**src/rtl/output_sel_scheduler.sv**
```systemverilog
// Sequencer for the 3:1 output MUX select: steps a programmable {sel, dwell} table, once or looping.
// Optional switch-blanking flag is built only when SEL_SCHED_BLANK_EN is defined.
module output_sel_scheduler #(
  parameter int unsigned N_STEPS   = 4,
  parameter int unsigned DWELL_W   = 16,
  parameter int unsigned BLANK_CYC = 2,
  localparam int unsigned IDX_W    = $clog2(N_STEPS)
) (
  input  logic               clk,
  input  logic               rst_n,
  input  logic               start,
  input  logic               stop,
  input  logic               loop_en,
  input  logic [IDX_W-1:0]   last_idx,
  input  logic               cfg_we,
  input  logic [IDX_W-1:0]   cfg_addr,
  input  logic [5:0]         cfg_sel,
  input  logic [DWELL_W-1:0] cfg_dwell,
  output logic [5:0]         sel,
  output logic [IDX_W-1:0]   step_idx,
  output logic               busy,
  output logic               step_stb,
  output logic               done,
  output logic               blank
);

  typedef enum logic {IDLE, RUN} state_t;

  if (N_STEPS < 2 || (N_STEPS & (N_STEPS - 1)) != 0) begin : g_chk_n
    $error("N_STEPS must be a power of 2 and at least 2");
  end
  if (DWELL_W < 1 || BLANK_CYC >= 65536) begin : g_chk_w
    $error("DWELL_W must be >= 1 and BLANK_CYC below 65536");
  end

  state_t             state;
  logic [DWELL_W-1:0] cnt;
  logic [IDX_W-1:0]   last_q;
  logic [5:0]         tab_sel   [N_STEPS];
  logic [DWELL_W-1:0] tab_dwell [N_STEPS];

  logic               load_c;
  logic [IDX_W-1:0]   load_idx_c;
  logic [DWELL_W-1:0] load_dwell_c;
  logic               cnt_last_c;

  assign cnt_last_c = (cnt == DWELL_W'(1));

  // Decide whether an entry is loaded on the coming edge, and which one.
  always_comb begin
    load_c       = 1'b0;
    load_idx_c   = '0;
    load_dwell_c = '0;
    if (state == IDLE) begin
      load_c = start && !stop;
    end else if (!stop && cnt_last_c) begin
      if (step_idx != last_q) begin
        load_c     = 1'b1;
        load_idx_c = step_idx + IDX_W'(1);
      end else begin
        load_c = loop_en;
      end
    end
    load_dwell_c = (tab_dwell[load_idx_c] == '0) ? DWELL_W'(1) : tab_dwell[load_idx_c];
  end

  // Table, FSM and registered outputs.
  always_ff @(posedge clk) begin
    if (!rst_n) begin
      state    <= IDLE;
      cnt      <= '0;
      last_q   <= '0;
      sel      <= '0;
      step_idx <= '0;
      busy     <= 1'b0;
      step_stb <= 1'b0;
      done     <= 1'b0;
      for (int i = 0; i < int'(N_STEPS); i++) begin
        tab_sel[i]   <= '0;
        tab_dwell[i] <= DWELL_W'(1);
      end
    end else begin
      step_stb <= 1'b0;
      done     <= 1'b0;
      if (cfg_we) begin
        tab_sel[cfg_addr]   <= cfg_sel;
        tab_dwell[cfg_addr] <= cfg_dwell;
      end
      if (state == IDLE && start && !stop) begin
        last_q <= last_idx;
      end
      if (load_c) begin
        state    <= RUN;
        sel      <= tab_sel[load_idx_c];
        step_idx <= load_idx_c;
        cnt      <= load_dwell_c;
        busy     <= 1'b1;
        step_stb <= 1'b1;
      end else if (state == RUN) begin
        if (stop) begin
          state <= IDLE;
          busy  <= 1'b0;
          cnt   <= '0;
        end else if (cnt_last_c) begin
          // End of a single pass: sel and step_idx keep their last values.
          state <= IDLE;
          busy  <= 1'b0;
          done  <= 1'b1;
          cnt   <= '0;
        end else begin
          cnt <= cnt - DWELL_W'(1);
        end
      end
    end
  end

`ifdef SEL_SCHED_BLANK_EN
  localparam int unsigned BLK_W = (BLANK_CYC < 2) ? 1 : $clog2(BLANK_CYC + 1);
  localparam int unsigned BLK_RELOAD = (BLANK_CYC > 0) ? BLANK_CYC - 1 : 0;

  logic [BLK_W-1:0] bcnt;

  // bcnt holds the number of blank cycles still owed after the current one.
  always_ff @(posedge clk) begin
    if (!rst_n) begin
      blank <= 1'b0;
      bcnt  <= '0;
    end else if (load_c) begin
      blank <= (BLANK_CYC != 0);
      bcnt  <= BLK_W'(BLK_RELOAD);
    end else if (state != RUN || stop || cnt_last_c) begin
      blank <= 1'b0;
      bcnt  <= '0;
    end else if (bcnt != '0) begin
      bcnt  <= bcnt - BLK_W'(1);
    end else begin
      blank <= 1'b0;
    end
  end
`else
  always_ff @(posedge clk) begin
    blank <= 1'b0;
  end
`endif

endmodule

```
**config.mk**
```make
export PLATFORM = sky130hd
export DESIGN_NAME = output_sel_scheduler
export DESIGN_NICKNAME = d
export VERILOG_FILES = /design/src/rtl/output_sel_scheduler.sv
export SDC_FILE = /design/constraint.sdc
export NUM_CORES = 1
export LEC_CHECK = 0
export CORE_UTILIZATION = 34
export DETAILED_ROUTE_END_ITERATION = 10
export MAX_ROUTING_LAYER = met4
export PLACE_DENSITY_LB_ADDON = 0.12
export SETUP_SLACK_MARGIN = 0.5
export SYNTH_ARGS = -nofsm -noshare
export SYNTH_HDL_FRONTEND = slang
export SYNTH_SLANG_ARGS = --single-unit
```
**constraint.sdc**
```tcl
create_clock -name clk -period 6.95 [get_ports clk]
set_clock_uncertainty 0.2 [all_clocks]
set_input_delay 0.695 -clock clk [delete_from_list [all_inputs] [get_ports clk]]
set_output_delay 0.695 -clock clk [all_outputs]
set_load 0.1 [all_outputs]
```
==> results.tsv, run 1 <==
metric	value	unit
Hold WS	274	ps
Syn Std Cell Area	6350	um2
Hold Vio Cnt, Final	0	
# clock sinks	118	
EDFF count, synth	88	
Via Count	5023	
hold path endpoint	busy$_SDFFE_PN0P_	
Final min period	3720	ps
critical path arrival	3800	ps
register area share after synthesis	0.510	
Max transition margin	0.238	
PwrDens	260	nW/um2
CTS tree	done	
Synth warnings	0	
metal3 WL	1150	um
final global-route overflow total	0	
Die Wd	139	um
LEAKAGE	2.66	nW
post-synthesis area per instance	10.3	um2
CTS root buf	clkbuf_16	
std cell rows	49	
hold path cells	2	
IO Pins	44	
DRC violations left	2	
clk_lat worst skew	420	ps
Layout Nets	678	
uppermost layer routed	met4	
RSZ-0062 raised after global routing	false	
WL met2	8220	um
Hold Buf Count CTS	0	
share of cells above drive strength 1	0.100	
die area	19200	um2
Min-Delay Path Class	flip-flop to flip-flop	
Worst-Margin Slew	1140	ps
Post-CTS Setup Bufs	0	
Yosys cell types	66	
CTS Buffer Depth	2	
Worst IR Drop VDD	0.173	mV
post_cts resized	0	
largest net degree at the start of global routing	53	
flop-to-flop setup slack	3230	ps
hold wc startpoint	busy$_SDFFE_PN0P_	
top_reg_cell synth	edfxtp_1	
detailed placer's ending HPWL	13500	um
Synth async-reset ratio	0	
worst r2r src	step_idx[1]$_SDFFE_PN0P_	
Syn Nets	651	
Vias per Instance	5.67	
gpl congestion	0.855	
WS Path Type	flip-flop to flip-flop	
Reg area	3240	um2
gr usage total	0.208	
initial antenna violation count	1	
global-route wire length before repair	28700	um
number of global-route vias before repair	4793	
H-tree levels	4	
max cap viols	0	
DR WL/cell	21.3	um
Final Cycle Share	0.536	
Die Ht	139	um
worst slack at placement	2850	ps
Max Clock Freq	268	MHz
final WL	18800	um
area of the multi-input gates	2900	um2
reg-to-reg endpoint	cnt[0]$_SDFFE_PN0P_	
Setup TNS Final	0	ps
Core Area	18100	um2
Placed Area	6970	um2
1st-iter DRT viols	418	
Critical path origin	step_idx[1]$_SDFFE_PN0P_	
cells on worst reg2reg path	9	
clk slew on worst S/H paths	50	ps
Port Buffers	42	
status	finished, violations left	
DRT antenna net count	0	
CTS Buf Count	17	
# setup viols final	0	
Post-Synthesis Cells	617	
Fillers	1729	
failing checks	design-rule violations	
Slew Limit Fails	0	
smallest setup slack after layout	3230	ps
CP endpoint kind	flip-flop	
synthesis-stage register bit count	118	
CP Max Fanout	38	
drt first pass iters	8	
post-route cell area	7560	um2
Starting Density	0.350	
M1 wire length	9170	um
antenna cells	0	
worst path required time	7020	ps
Critical Path Source Type	flip-flop	
Syn-to-layout area delta	19.0	%
==> report_power, final <==
| part | internal, W | switching (W) | total, W | leakage, nW |
|---|---|---|---|---|
| Combinational | 0.0000871 | 0.000144 | 0.000231 | 1.28 |
| Sequential | 0.000813 | 0.0000387 | 0.000851 | 1.10 |
| Clock | 0.000559 | 0.000321 | 0.000880 | 0.275 |
| Total | 0.00146 | 0.000504 | 0.00196 | 2.66 |
==> cells in the final DEF (no fill, tap or decap), drive strengths merged, types with 6 or more instances in the layout <==
cell type      instances
edfxtp                88
mux4                   7
nor2                  40
a221oi                16
dfxtp                 30
buf                    9
nor2b                  8
nor3                  18
a31oi                  9
inv                   12
a21oi                 25
nand2b                26
and3                  22
nand3b                 7
o32ai                  8
clkbuf                18
mux2i                  6
nand2                 47
and2                  64
clkinv                 8
a211oi                10
o21ai                 25
nand3                 11
o22ai                 12
or2                    8
nor4                   6
clkdlybuf4s50         42
==> how the worst max path moves through the flow <==
stage | endpoint | slack (ps) | depth (start not counted)
final | cnt[0]$_SDFFE_PN0P_ | 3230 | 9
after global routing | tab_dwell[1][9]$_SDFFCE_PN0P_ | 3000 | 4
after CTS | tab_dwell[1][2]$_SDFFCE_PN0P_ | 3290 | 4
after detailed placement | tab_dwell[1][2]$_SDFFCE_PN0P_ | 2850 | 4
after global placement | tab_dwell[1][4]$_SDFFCE_PN0P_ | 3010 | 4
after floorplan | cnt[0]$_SDFFE_PN0P_ | 3560 | 10
==> flip-flops by register name, indices dropped and copies added (netlist names) <==
register / count
tab_dwell: 64
tab_sel: 24
cnt: 16
sel: 6
last_q: 2
step_idx: 2
busy: 1
done: 1
state: 1
step_stb: 1
==> worst max-delay path, cell delays in order (launching register included) <==
cell,delay (ps)
dfxtp_1,300
buf_4,330
clkinv_1,610
nor4_1,680
nor2_1,330
or2_1,420
o22ai_1,180
a21oi_1,80
a221oi_1,320
o22ai_2,110
==> metal layers <==
| metal | up-vias | track usage |
|---|---|---|
| met2 | 164 | 0.299 |
| li1 | 2364 | - |
| met3 | 21 | 0.0463 |
| met1 | 2474 | 0.287 |
| met5 | - | - |
| met4 | 0 | 0.0731 |
==> cell families (layout without fill, tap and decap cells) <==
group | Yosys count | after routing | share of synthesized area
XOR/XNOR | 8 | 8 | 0.0110
adder cells (fa/ha/maj) | 2 | 2 | 0.00394
buffers and inverters | 56 | 96 | 0.0349
flip-flops | 118 | 118 | 0.510
AO/OA/AOI/OAI | 140 | 140 | 0.154
multiplexers | 15 | 15 | 0.0378
AND/OR/NAND/NOR | 277 | 277 | 0.247
other | 1 | 1 | 0.000590
==> final cells by class <==
type / instances / share of cell area
Tap cell: 229 / 0.0379
Clock inverter: 14 / 0.0210
Multi-Input combinational cell: 443 / 0.384
Sequential cell: 118 / 0.429
Clock buffer: 18 / 0.0568
Inverter: 13 / 0.00646
Timing Repair Buffer: 51 / 0.0646
==> per-stage QoR <==
stage	cells	util	total power [W]
2_1_floorplan	617	-	0.00100
3_3_place_gp	854	0.384	0.00109
3_5_place_dp	854	0.384	0.00109
4_1_cts	886	0.417	0.00197
5_1_grt	886	0.417	0.00203
6_report	886	0.417	0.00196
==> cells in the mapped netlist (3+ instances only) <==
library cell,count,share of area
edfxtp_1,88,0.42
xnor2_1,4,0.0055
o22ai_1,11,0.011
nor3b_1,3,0.0035
o21a_1,3,0.0035
o311ai_0,3,0.0041
nand3_1,10,0.0079
clkbuf_1,35,0.021
dfxtp_1,30,0.095
and4b_1,3,0.0047
o22a_1,3,0.0041
nor2_1,40,0.024
a32oi_1,3,0.0041
nor4_1,5,0.0049
mux4_2,7,0.025
nor3_1,17,0.013
a211oi_1,9,0.011
nand4b_1,4,0.0055
nor2b_1,8,0.0079
or2_2,7,0.0069
xor2_1,4,0.0055
buf_2,6,0.0047
and2_1,64,0.063
a21oi_1,25,0.020
o211ai_1,3,0.0035
o21ai_0,23,0.018
mux2i_1,6,0.0095
and3_1,22,0.022
nand2b_1,26,0.026
nand3b_1,7,0.0083
a22oi_1,4,0.0047
o32a_1,3,0.0047
or3_1,3,0.0030
inv_1,11,0.0065
a31oi_1,9,0.0089
nand2_1,45,0.027
o32ai_1,8,0.011
a221oi_1,16,0.022
(Power assumes the default switching activity.)
==> run 2, diff against run 1 <==
- clock period: 6.95 -> 3.5 ns (I/O delays scaled with it)
==> run 2 against run 1 <==
Against the previous run:
- the flow now finishes without violations
- critical path depth up 1
- via count grew 5.5%
- final cell count up 3.3%
- critical endpoint is now cnt[12]$_SDFFE_PN0P_
- first-iteration DRC count up 34%
- worst setup slack lost 2600 ps
- count of clock-buffer cells in the layout is 3 higher
- routed wire length up 4.9%
- non-clock buffer count rose by 29
- highest routed layer unchanged
- clock power grew 97%
==> results.tsv, run 2 (synthesis gave the netlist of run 1 again) <==
metric	value	unit	change
Min-Delay Path Class	input pin to flip-flop		was flip-flop to flip-flop
detailed placer's ending HPWL	13400	um	was 13500 um
max cap viols	0		unchanged
CP max stage cell	or4_4		was nor4_1
Vias per Instance	5.79		was 5.67
DR WL/cell	21.6	um	was 21.3 um
Worst IR Drop VDD	0.335	mV	was 0.173 mV
largest net degree at the start of global routing	32		was 53
Starting Density	0.350		unchanged
status	finished, final reports clean		was finished, violations left
Die Ht	139	um	unchanged
worst slack at placement	368	ps	was 2850 ps
area of the multi-input gates	2980	um2	was 2900 um2
Hold Vio Cnt, Final	0		unchanged
Top reg by flops	tab_dwell		unchanged
DRC violations left	0		was 2
PwrDens	493	nW/um2	was 260 nW/um2
drt first pass iters	5		was 8
1st-iter DRT viols	562		was 418
commonest non-fill, non-tap cell in the layout	edfxtp_1		unchanged
Die Wd	139	um	unchanged
crit-path max cell delay	570	ps	was 680 ps
CP Max Fanout	6		was 38
initial antenna violation count	0		was 1
global-route wire length before repair	29900	um	was 28700 um
Max Clock Freq	344	MHz	was 268 MHz
die area	19200	um2	unchanged
share of cells above drive strength 1	0.165		was 0.100
Critical Path Source Type	flip-flop		unchanged
DRT antenna net count	0		unchanged
clock share of power	0.443		was 0.448
Core Area	18100	um2	unchanged
flop-to-flop setup slack	590	ps	was 3230 ps
Comb pwr share	0.126		was 0.118
critical path's most frequent cell	or4_4		
WS Path Type	flip-flop to flip-flop		unchanged
Port Buffers	42		unchanged
Reg area	3250	um2	was 3240 um2
LEAKAGE	2.86	nW	was 2.66 nW
internal power	0.00291	W	was 0.00146 W
Layout Nets	707		was 678
Psw	0.000990	W	was 0.000504 W
Final Cycle Share	0.831		was 0.536
most frequent cells in the layout	edfxtp_1, and2_1, nand2_1		unchanged
antenna cells	0		unchanged
Setup TNS Final	0	ps	unchanged
Via Count	5297		was 5023
Regs by FF count	tab_dwell x64, tab_sel x24, cnt x16		unchanged
H-tree levels	4		unchanged
clk_lat worst skew	420	ps	about the same
clk slew on worst S/H paths	60	ps	was 50 ps
worst path required time	3660	ps	was 7020 ps
max FFs per register	64		unchanged
CTS tree	done		unchanged
CP endpoint kind	flip-flop		unchanged
Final min period	2910	ps	was 3720 ps
Sw Share	0.254		was 0.257
gpl congestion	0.908		was 0.855
std cell rows	49		unchanged
final global-route overflow total	0		unchanged
number of global-route vias before repair	5083		was 4793
Slew Limit Fails	0		unchanged
Hold Buf Count CTS	0		unchanged
final WL	19800	um	was 18800 um
IO Pins	44		unchanged
gr usage total	0.215		was 0.208
Fillers	1744		was 1729
CTS Buf Count	17		unchanged
Syn-to-layout area delta	24.6	%	was 19.0%
RSZ-0062 raised after global routing	false		unchanged
Worst-Margin Slew	980	ps	was 1140 ps
smallest setup slack after layout	593	ps	was 3230 ps
# clock sinks	118		unchanged
# setup viols final	0		unchanged
CTS Buffer Depth	2		unchanged
CTS root buf	clkbuf_16		unchanged
critical path arrival	3070	ps	was 3800 ps
sequential share of power	0.431		was 0.434
CP Cell Sequence	or4_4 -> or4_4 -> a211oi_4 -> buf_6 -> buf_12 -> o32ai_1 -> nor2b_1 -> nand2_1 -> a21oi_1 -> o21a_1		was buf_4 -> clkinv_1 -> nor4_1 -> nor2_1 -> or2_1 -> o22ai_1 -> a21oi_1 -> a221oi_1 -> o22ai_2
Max transition margin	0.345		was 0.238
## run 2: changes by cell type in the layout (fill, tap and decap cells not counted), sizes merged
cell           before  now
inv                12   10
clkbuf             18   23
clkinvlp            4    1
clkinv              8   10
clkdlybuf4s50      42   40
buf                 9   38
## run 2: routing by layer
layer	vias up	global-route usage	routed length, um
met4	0	0.0766	411
met1	2585	0.293	9070
met3	31	0.0501	1520
li1	2429	-	-
met5	-	-	0
met2	252	0.311	8760
## run 2: through the flow
| stage | cells | hold slack [ps] | util | power (W) | cell area, um2 |
|---|---|---|---|---|---|
| global route | 915 | 274 | 0.436 | 0.00403 | 7920 |
| detailed placement | 875 | 273 | 0.394 | 0.00219 | 7150 |
| finish | 915 | 275 | 0.436 | 0.00390 | 7920 |
| CTS | 907 | 260 | 0.427 | 0.00392 | 7750 |
| global placement | 875 | 276 | 0.394 | 0.00218 | 7150 |
| floorplan | 617 | 286 | - | 0.00199 | 6360 |
## run 2: power by group through the flow
stage | Clock (W) | Sequential, W | Combinational (W)
detailed placement | 0 | 0.00171 | 0.000477
floorplan | 0 | 0.00172 | 0.000274
CTS | 0.00176 | 0.00168 | 0.000482
finish | 0.00173 | 0.00168 | 0.000490
global route | 0.00181 | 0.00169 | 0.000528
global placement | 0 | 0.00171 | 0.000471
## run 2: final timing paths
check	start	endpoint	depth (start not counted)
worst min-delay path	last_idx[0]	last_q[0]$_SDFFE_PN0P_	3
worst min register to register	busy$_SDFFE_PN0P_	busy$_SDFFE_PN0P_	2
worst max-delay path	cnt[7]$_SDFFE_PN0P_	cnt[12]$_SDFFE_PN0P_	10
worst max register to register	cnt[7]$_SDFFE_PN0P_	cnt[12]$_SDFFE_PN0P_	10
## run 2: critical path, delay by kind of cell, from the launching register on
family | cells | cell delay [ps]
compound gates | 4 | 560
flops | 1 | 350
simple gates | 4 | 1470
buf+inv | 2 | 280
## run 2: what timing repair did
action	in CTS	in global routing
buffers inserted	0	6
endpoints found under the setup margin	1	7
resized for setup	6	13
pin swaps	0	4
gates cloned	0	2
## run 2: cell type report
class	count	share of cell area
Multi-Input combinational cell	443	0.377
Inverter	13	0.00664
Sequential cell	118	0.410
Tap cell	229	0.0362
Clock buffer	21	0.0556
Timing Repair Buffer	80	0.0975
Clock inverter	11	0.0168
